===== config.mk =====
export PLATFORM = sky130hd
export DESIGN_NAME = prco_alu_sched
export DESIGN_NICKNAME = d
export VERILOG_FILES = /design/src/rtl/prco_alu_sched.sv
export SDC_FILE = /design/constraint.sdc
export NUM_CORES = 1
export LEC_CHECK = 0
export CORE_MARGIN = 8
export CORE_UTILIZATION = 45
export CTS_CLUSTER_SIZE = 40
export DETAILED_ROUTE_END_ITERATION = 10
export GPL_ROUTABILITY_DRIVEN = 1
export HOLD_SLACK_MARGIN = 0.12
export PLACE_DENSITY = 0.75
export SLEW_MARGIN = 20
export SYNTH_ARGS = -nofsm -noshare
export SYNTH_HDL_FRONTEND = slang
export SYNTH_SLANG_ARGS = --single-unit

===== constraint.sdc =====
create_clock -name i_clk -period 2.5 [get_ports i_clk]
set_clock_uncertainty 0.15 [all_clocks]
set_input_delay 0.25 -clock i_clk [delete_from_list [all_inputs] [get_ports i_clk]]
set_output_delay 0.25 -clock i_clk [all_outputs]
set_load 0.005 [all_outputs]

===== src/rtl/prco_alu_sched.sv =====
// rtl/prco_alu_sched.sv - issue/writeback sequencer around prco_alu
// Accepts one decoded instruction, pulses the ALU, then runs writeback, RAM access or branch flush.
module prco_alu_sched #(
  parameter int FLUSH_CYCLES = 2,
  parameter int RAM_TIMEOUT  = 64
) (
  input  logic        i_clk,
  input  logic        i_reset,
  input  logic        i_dec_valid,
  output logic        q_dec_ready,
  input  logic [4:0]  i_dec_op,
  input  logic [2:0]  i_dec_rd,
  input  logic        i_dec_req_ram,
  output logic        q_alu_ce,
  output logic        q_alu_req_ram,
  input  logic        i_alu_ce_reg,
  input  logic        i_alu_ce_ram,
  input  logic        i_alu_branch,
  output logic        q_ram_req,
  output logic        q_ram_we,
  input  logic        i_ram_ack,
  output logic        q_reg_we,
  output logic [2:0]  q_reg_rd,
  output logic        q_wb_sel_ram,
  output logic        q_pc_load,
  output logic        q_flush,
  output logic        q_err_timeout,
  output logic [15:0] q_retired
);

  localparam logic [4:0] OP_NOP   = 5'd0;
  localparam logic [4:0] OP_MOV   = 5'd1;
  localparam logic [4:0] OP_MOVI  = 5'd2;
  localparam logic [4:0] OP_ADD   = 5'd3;
  localparam logic [4:0] OP_ADDI  = 5'd4;
  localparam logic [4:0] OP_SUBI  = 5'd5;
  localparam logic [4:0] OP_CMP   = 5'd6;
  localparam logic [4:0] OP_SET   = 5'd7;
  localparam logic [4:0] OP_JMP   = 5'd8;
  localparam logic [4:0] OP_LW    = 5'd9;
  localparam logic [4:0] OP_SW    = 5'd10;
  localparam logic [4:0] OP_READ  = 5'd11;
  localparam logic [4:0] OP_WRITE = 5'd12;

  localparam logic [2:0] S_IDLE  = 3'd0;
  localparam logic [2:0] S_EXEC  = 3'd1;
  localparam logic [2:0] S_RAM   = 3'd2;
  localparam logic [2:0] S_WB    = 3'd3;
  localparam logic [2:0] S_FLUSH = 3'd4;

  localparam logic [7:0] RAM_LAST   = 8'(RAM_TIMEOUT - 1);
  localparam logic [3:0] FLUSH_LAST = 4'(FLUSH_CYCLES - 1);

  logic [2:0]  state_q, state_d;
  logic [4:0]  op_q, op_d;
  logic [2:0]  rd_q, rd_d;
  logic        req_ram_q, req_ram_d;
  logic        alu_ce_q, alu_ce_d;
  logic        sel_ram_q, sel_ram_d;
  logic [7:0]  ram_cnt_q, ram_cnt_d;
  logic [3:0]  flush_cnt_q, flush_cnt_d;
  logic        err_q, err_d;
  logic [15:0] retired_q, retired_d;
  logic        op_writes;
  logic        retire;

  always_comb begin
    op_writes = 1'b0;
    case (op_q)
      OP_MOV, OP_MOVI, OP_ADD, OP_ADDI, OP_SUBI, OP_SET, OP_READ: op_writes = 1'b1;
      default: op_writes = 1'b0;
    endcase
  end

  always_comb begin
    state_d     = state_q;
    op_d        = op_q;
    rd_d        = rd_q;
    req_ram_d   = req_ram_q;
    alu_ce_d    = 1'b0;
    sel_ram_d   = sel_ram_q;
    ram_cnt_d   = ram_cnt_q;
    flush_cnt_d = flush_cnt_q;
    err_d       = err_q;
    retire      = 1'b0;

    case (state_q)
      S_IDLE: begin
        if (i_dec_valid) begin
          op_d      = i_dec_op;
          rd_d      = i_dec_rd;
          req_ram_d = i_dec_req_ram;
          alu_ce_d  = 1'b1;
          sel_ram_d = 1'b0;
          state_d   = S_EXEC;
        end
      end
      S_EXEC: begin
        // A taken branch wins over any memory or register strobe raised alongside it.
        if (i_alu_branch) begin
          flush_cnt_d = 4'd0;
          retire      = 1'b1;
          state_d     = S_FLUSH;
        end else if (i_alu_ce_ram) begin
          ram_cnt_d = 8'd0;
          state_d   = S_RAM;
        end else if (i_alu_ce_reg) begin
          if (op_writes) begin
            state_d = S_WB;
          end else begin
            retire  = 1'b1;
            state_d = S_IDLE;
          end
        end
      end
      S_RAM: begin
        // Ack is checked before the timeout so a last-cycle ack still succeeds.
        if (i_ram_ack) begin
          if (op_q == OP_SW) begin
            retire  = 1'b1;
            state_d = S_IDLE;
          end else begin
            sel_ram_d = 1'b1;
            state_d   = S_WB;
          end
        end else if (ram_cnt_q == RAM_LAST) begin
          err_d   = 1'b1;
          state_d = S_IDLE;
        end else begin
          ram_cnt_d = ram_cnt_q + 8'd1;
        end
      end
      S_WB: begin
        retire  = 1'b1;
        state_d = S_IDLE;
      end
      S_FLUSH: begin
        if (flush_cnt_q == FLUSH_LAST) begin
          state_d = S_IDLE;
        end else begin
          flush_cnt_d = flush_cnt_q + 4'd1;
        end
      end
      default: state_d = S_IDLE;
    endcase

    retired_d = retired_q + {15'd0, retire};
  end

  always_ff @(posedge i_clk) begin
    if (i_reset) begin
      state_q     <= S_IDLE;
      op_q        <= 5'd0;
      rd_q        <= 3'd0;
      req_ram_q   <= 1'b0;
      alu_ce_q    <= 1'b0;
      sel_ram_q   <= 1'b0;
      ram_cnt_q   <= 8'd0;
      flush_cnt_q <= 4'd0;
      err_q       <= 1'b0;
      retired_q   <= 16'd0;
    end else begin
      state_q     <= state_d;
      op_q        <= op_d;
      rd_q        <= rd_d;
      req_ram_q   <= req_ram_d;
      alu_ce_q    <= alu_ce_d;
      sel_ram_q   <= sel_ram_d;
      ram_cnt_q   <= ram_cnt_d;
      flush_cnt_q <= flush_cnt_d;
      err_q       <= err_d;
      retired_q   <= retired_d;
    end
  end

  // Strobes decode straight from state flops, so reset silences them on the next cycle.
  assign q_dec_ready   = (state_q == S_IDLE);
  assign q_alu_ce      = alu_ce_q;
  assign q_alu_req_ram = req_ram_q;
  assign q_ram_req     = (state_q == S_RAM);
  assign q_ram_we      = q_ram_req && (op_q == OP_SW);
  assign q_reg_we      = (state_q == S_WB);
  assign q_reg_rd      = q_reg_we ? rd_q : 3'd0;
  assign q_wb_sel_ram  = q_reg_we && sel_ram_q;
  assign q_flush       = (state_q == S_FLUSH);
  assign q_pc_load     = q_flush && (flush_cnt_q == 4'd0);
  assign q_err_timeout = err_q;
  assign q_retired     = retired_q;

endmodule


Word level (Yosys, flattened, before mapping) --
Cells that the tools add are included. Widths: inputs -> output; s select.
Storage, ports and cells: register bits after elaboration 43, bits in latches 0, memory bits (writable) 0, bits in read-only memories 0, output and inout port bits 29, word-level logic and storage cells 89, memories 0
Cells by class: add/sub/neg operators 3, multiply operators 0, divide/modulo/power cells 0, $lt $le $gt $ge 0, equal/unequal tests 26, shifts and indexed selects 0, muxes and demuxes 32, bitwise logic cells 2, reductions and logical operators 16
Operators by type and width (count):
- $mux 8 | 4
- $mux 3 | 8
- $add 16x1->16 | 1
- $ne 2x2->1 const B | 8
- $pmux 8 s2 | 1
- $eq 5x3->1 const B | 3
- $pmux 3 s4 | 1
- $mux 1 | 11
- $eq 5x2->1 const B | 2
- $eq 5x4->1 const B | 2
- $add 8x1->8 const B | 1
- $eq 8x6->1 const B | 1
- $mux 4 | 2
- $pmux 4 s2 | 1
- $reduce_and 4->1 | 2
- $reduce_or 7->1 | 1
- $eq 3x2->1 const B | 2
- $reduce_and 3->1 | 2
- $reduce_bool 2->1 | 3
- $eq 5x1->1 const B | 1
- $reduce_and 5->1 | 1
- $add 4x1->4 const B | 1
- $eq 4x1->1 const B | 1
- $logic_not 4->1 | 1
- other kinds (13) | 18

Longest topological paths before layout --
depth in word-level cells 9, depth in mapped cells 12

Worst setup path before layout --
OpenSTA, ideal clock, no wires.
path kind register to register, from register op_q[3], to register retired_q[15] (netlist: q_retired[15]), library setup time 0.071 ns, arrival time 2.347 ns, required time 2.279 ns, slack -0.067 ns, stages on the path, launching flop included 12, cell sequence dfxtp_1 > nor2b_1 > or3b_2 > nor2_1 > o22ai_1 > a21oi_1 > ha_1 > and2_1 > and2_1 > nand3_1 > or3_1 > a21oi_1
On the way: word-level cells in the longest chain between the ends 9
Ends and longest elaborated chain:
- start, declared | RTL line 55 | logic [4:0] op_q, op_d;
- start signal, assigned | RTL line 164 | op_q <= op_d;
- $eq 5x1->1 (tied with other cells) | RTL line 69 | case (op_q)
- $reduce_or 7->1 | RTL line 69
- $mux 1 | RTL line 69
- $mux 1 | RTL line 108 | if (op_writes) begin
- $mux 1 | RTL line 107 | end else if (i_alu_ce_reg) begin
- $mux 1 | RTL line 104 | end else if (i_alu_ce_ram) begin
- $mux 1 | RTL line 100 | if (i_alu_branch) begin
- $pmux 1 s3 (*) | RTL line 87 | case (state_q)
- $add 16x1->16 (*) | RTL line 147 | retired_d = retired_q + {15'd0, retire};
- end signal, assigned | RTL line 172 | retired_q <= retired_d;
- end, declared | RTL line 63 | logic [15:0] retired_q, retired_d;
Every way passes the cells marked *; elsewhere a longest branch is shown, timed or not. A chain may end at the register's enable or synchronous reset.

Worst setup path in the final report --
from register op_q[3], to register retired_q[13] (netlist: q_retired[13])
Same word-level chain as after synthesis.

==> results_dict.tcl <==
set metrics [dict create \
    timing.rr.start "op_q[3]" \
    rows 24 \
    critPathLaunchType "flop" \
    min_period_ps 2452 \
    fillCellCount 340 \
    place_hpwl_mm 3.430 \
    dieWidth_um 83.28 \
    whs_endpoint "rd_q[0]" \
    cts_tree "done" \
    worstPathArrival_ps 2540 \
    ys_ff_latch 43 \
    syn_inst 244 \
    gp_congestion 0.8184 \
    maxSlewHeadroom_pct 62.02 \
    synth.top_cell.area_share_pct 42.26 \
    place_area_um2 2646 \
    hold_path_depth 2 \
    grt_max_degree 23 \
    vias 1892 \
    yosysTopAreaCell "dfxtp_1" \
    mostFrequentLayoutCells "clkdlybuf4s50_1 (44), dfxtp_1 (39), nand2_1 (29), nor2_1 (29), buf_4 (22)" \
    power_switching_share_pct 25.74 \
    crit_fanout 4 \
    core_um2 4354 \
    critPathKind "reg -> reg" \
    synth_area_leaders "dfxtp_1 (42%), xor2_1 (7.3%), nor2_1 (5.7%)" \
    num_antenna_cells 0 \
    clkTransAtPathRegs_ps 90 \
    timing.rr.end "q_retired[13]" \
    hp-start "rd_q[0]" \
    nets 331 \
    switchingPower_uw 399.3 \
    cts_made_buffers 5 \
    final_common_cell "clkdlybuf4s50_1" \
    maxCapViolations 0 \
    overflow 0 \
    leakage_nw 1.115 \
    drtPass1Iterations 4 \
    worstHoldPathType "reg -> reg" \
    clock_power_share_pct 34.9 \
    routed_wl_mm 4.875 \
    worstPathRequired_ps 2590 \
    ys_async_sr_fraction_pct 0 \
    hold_buffers 0 \
    final_cell_area_um2 2905 \
    pin_count 45 \
    cp_slowest_cell "or3b_4" \
    die_area_um2 6936 \
    synth_cell_types 43 \
    cp_top_family "simple AND/OR/NAND/NOR gates" \
    peakVddDrop_mv 0.3716 \
    wl_per_cell_um 13.50 \
    p_comb_share_pct 16.9 \
    cts_root_buf "clkbuf_8" \
    grt_pass1_vias 1850 \
    finalHoldViolations 0 \
    rsz0062_at_grt "yes" \
    cts_htree_levels 2 \
    start_util_pct 46.78 \
    synthFlopType "dfxtp_1" \
    worstPathCellList "nor2b_4 -> or3b_4 -> nor2_4 -> o22ai_2 -> a21oi_2 -> ha_2 -> and2_4 -> and2_4 -> nand3_4 -> or3_4 -> a21oi_2" \
    avgSynthCellArea_um2 8.348 \
    drt_iter0_markers 63 \
    yosysWarnings 0 \
    cts_sinks 43 \
    status "finished clean" \
    reg2reg_setup_slack_ps 50 \
    synth_edf_count 0 \
    grt_pass1_wl_mm 8.142 \
    syn_nets 267 \
    clockBufferDepth 2 \
    grt_use_total_pct 13.59 \
    crit_buf_inv 0 \
    power_mw 1.551 \
    drc 0 \
    cpPeakStageDelay_ps 400 \
    clock_latency_ps 290 \
    ys_seq_area_share_pct 42.26 \
    p_seq_share_pct 48.3 \
    powerDensity_nw_per_um2 533.9 \
    drv_slew 0 \
    port_buffers 44 \
    fmax_mhz 407.8 \
    antenna_found_initial 0 \
    area_growth_syn_to_layout_pct 42.63 \
    endpoint_kind "flop" \
    ant_nets 0 \
    setup_violations 0 \
    p_int_mw 1.152 \
    routed_via_density 5.241 \
    worstRegToRegCells 11 \
    final_layout_size_suffix_gt1_share_pct 18.77 \
    fp.dieH_um 83.28 \
    worst_slew_pin_slew_ps 564.8 \
    synth_area_um2 2037 \
    timing.final.crit_share_pct 98.08 \
]
==> cells in the mapped netlist, drive strengths merged (3+ instances only) <==
cell type  instances
nand2b             3
nand4              7
or3                5
nor3               3
dfxtp             43
and2               9
buf                3
a21oi             21
or3b               3
nand3             14
and3               6
xnor2              3
o21ai              3
nor2              31
nand2             29
nor2b              4
o22ai              3
inv                6
clkbuf             6
ha                 7
xor2              17
==> worst reg2reg max path: stages, from the launching register on <==
cell     delay, ps
dfxtp_2        330
nor2b_4        130
or3b_4         400
nor2_4          90
o22ai_2         70
a21oi_2        170
ha_2           240
and2_4         150
and2_4         140
nand3_4         80
or3_4          340
a21oi_2        110
==> metal layers <==
layer	part of all wire [%]	track usage (%)	routed length, um
met4	1.6	6.869	77
met3	5.5	4.199	268
met1	44	15.38	2155
met2	49	22.42	2374
met5	0	0	0
==> power by group through the flow <==
| stage | clock network, mW | logic (mW) | registers (mW) |
|---|---|---|---|
| after floorplan | 0 | 0.136 | 0.748 |
| after global placement | 0 | 0.236 | 0.756 |
| after detailed placement | 0 | 0.239 | 0.757 |
| after CTS | 0.553 | 0.242 | 0.742 |
| after global routing | 0.580 | 0.293 | 0.753 |
| final | 0.541 | 0.261 | 0.749 |
==> state kept, by name (all words and copies together) (netlist names) <==
register and flops:
q_err_timeout 1, op_q 5, state_q 3, q_alu_ce 1, q_retired 16, ram_cnt_q 8
sel_ram_q 1, rd_q 3, flush_cnt_q 4, q_alu_req_ram 1
==> cell type report <==
class	count	area (um^2)	share of cell area, %
tap	52	65.06	2.239
clock buffer	5	68.82	2.369
clock inverter	3	43.79	1.507
inverter	6	22.52	0.7752
sequential	43	865.8	29.80
timing repair buffer	66	605.6	20.84
multi-input combinational	186	1234	42.46
==> what timing repair did <==
action / 4_1_cts / 5_1_grt
pin swaps: 3 / 9
setup endpoints to repair: 6 / 10
resized for setup: 5 / 21
setup buffers: 0 / 5
==> worst max path at each step <==
stage / startpoint / endpoint / slack (ps) / cells past startpoint
after global routing: op_q[3] / q_retired[8] / -80 / 12
after floorplan: op_q[3] / q_retired[15] / 30 / 11
final: op_q[3] / q_retired[13] / 50 / 11
after detailed placement: op_q[3] / q_retired[8] / -110 / 12
after global placement: op_q[3] / q_retired[8] / -30 / 12
after CTS: op_q[3] / q_retired[15] / 3 / 11
==> through the flow <==
| step | util [%] | hold slack [ps] | worst slack [ps] | std cells | setup TNS, ps |
|---|---|---|---|---|---|
| 6_report | 66.72 | 308.9 | 47.88 | 361 | 0 |
| 5_1_grt | 66.72 | 319.9 | -78.46 | 361 | -352.8 |
| 4_1_cts | 63.71 | 305.9 | 2.620 | 356 | 0 |
| 3_5_place_dp | 60.78 | 293.8 | -114.7 | 348 | -411.7 |
| 3_3_place_gp | 60.78 | 288.7 | -26.78 | 348 | -39.13 |
| 2_1_floorplan | - | 236.0 | 31.14 | 244 | 0 |
==> logic make-up (layout without fill, tap and decap cells) <==
| logic type | Yosys count | in the layout | synth area share (%) |
|---|---|---|---|
| fa+ha+maj | 7 | 7 | 4.300 |
| simple gates | 125 | 125 | 31.88 |
| compound gates | 34 | 34 | 10.07 |
| flops | 43 | 43 | 42.26 |
| xor+xnor | 20 | 20 | 8.600 |
| buf+inv | 15 | 80 | 2.887 |
Note: power is estimated with default switching activity, not from simulation.
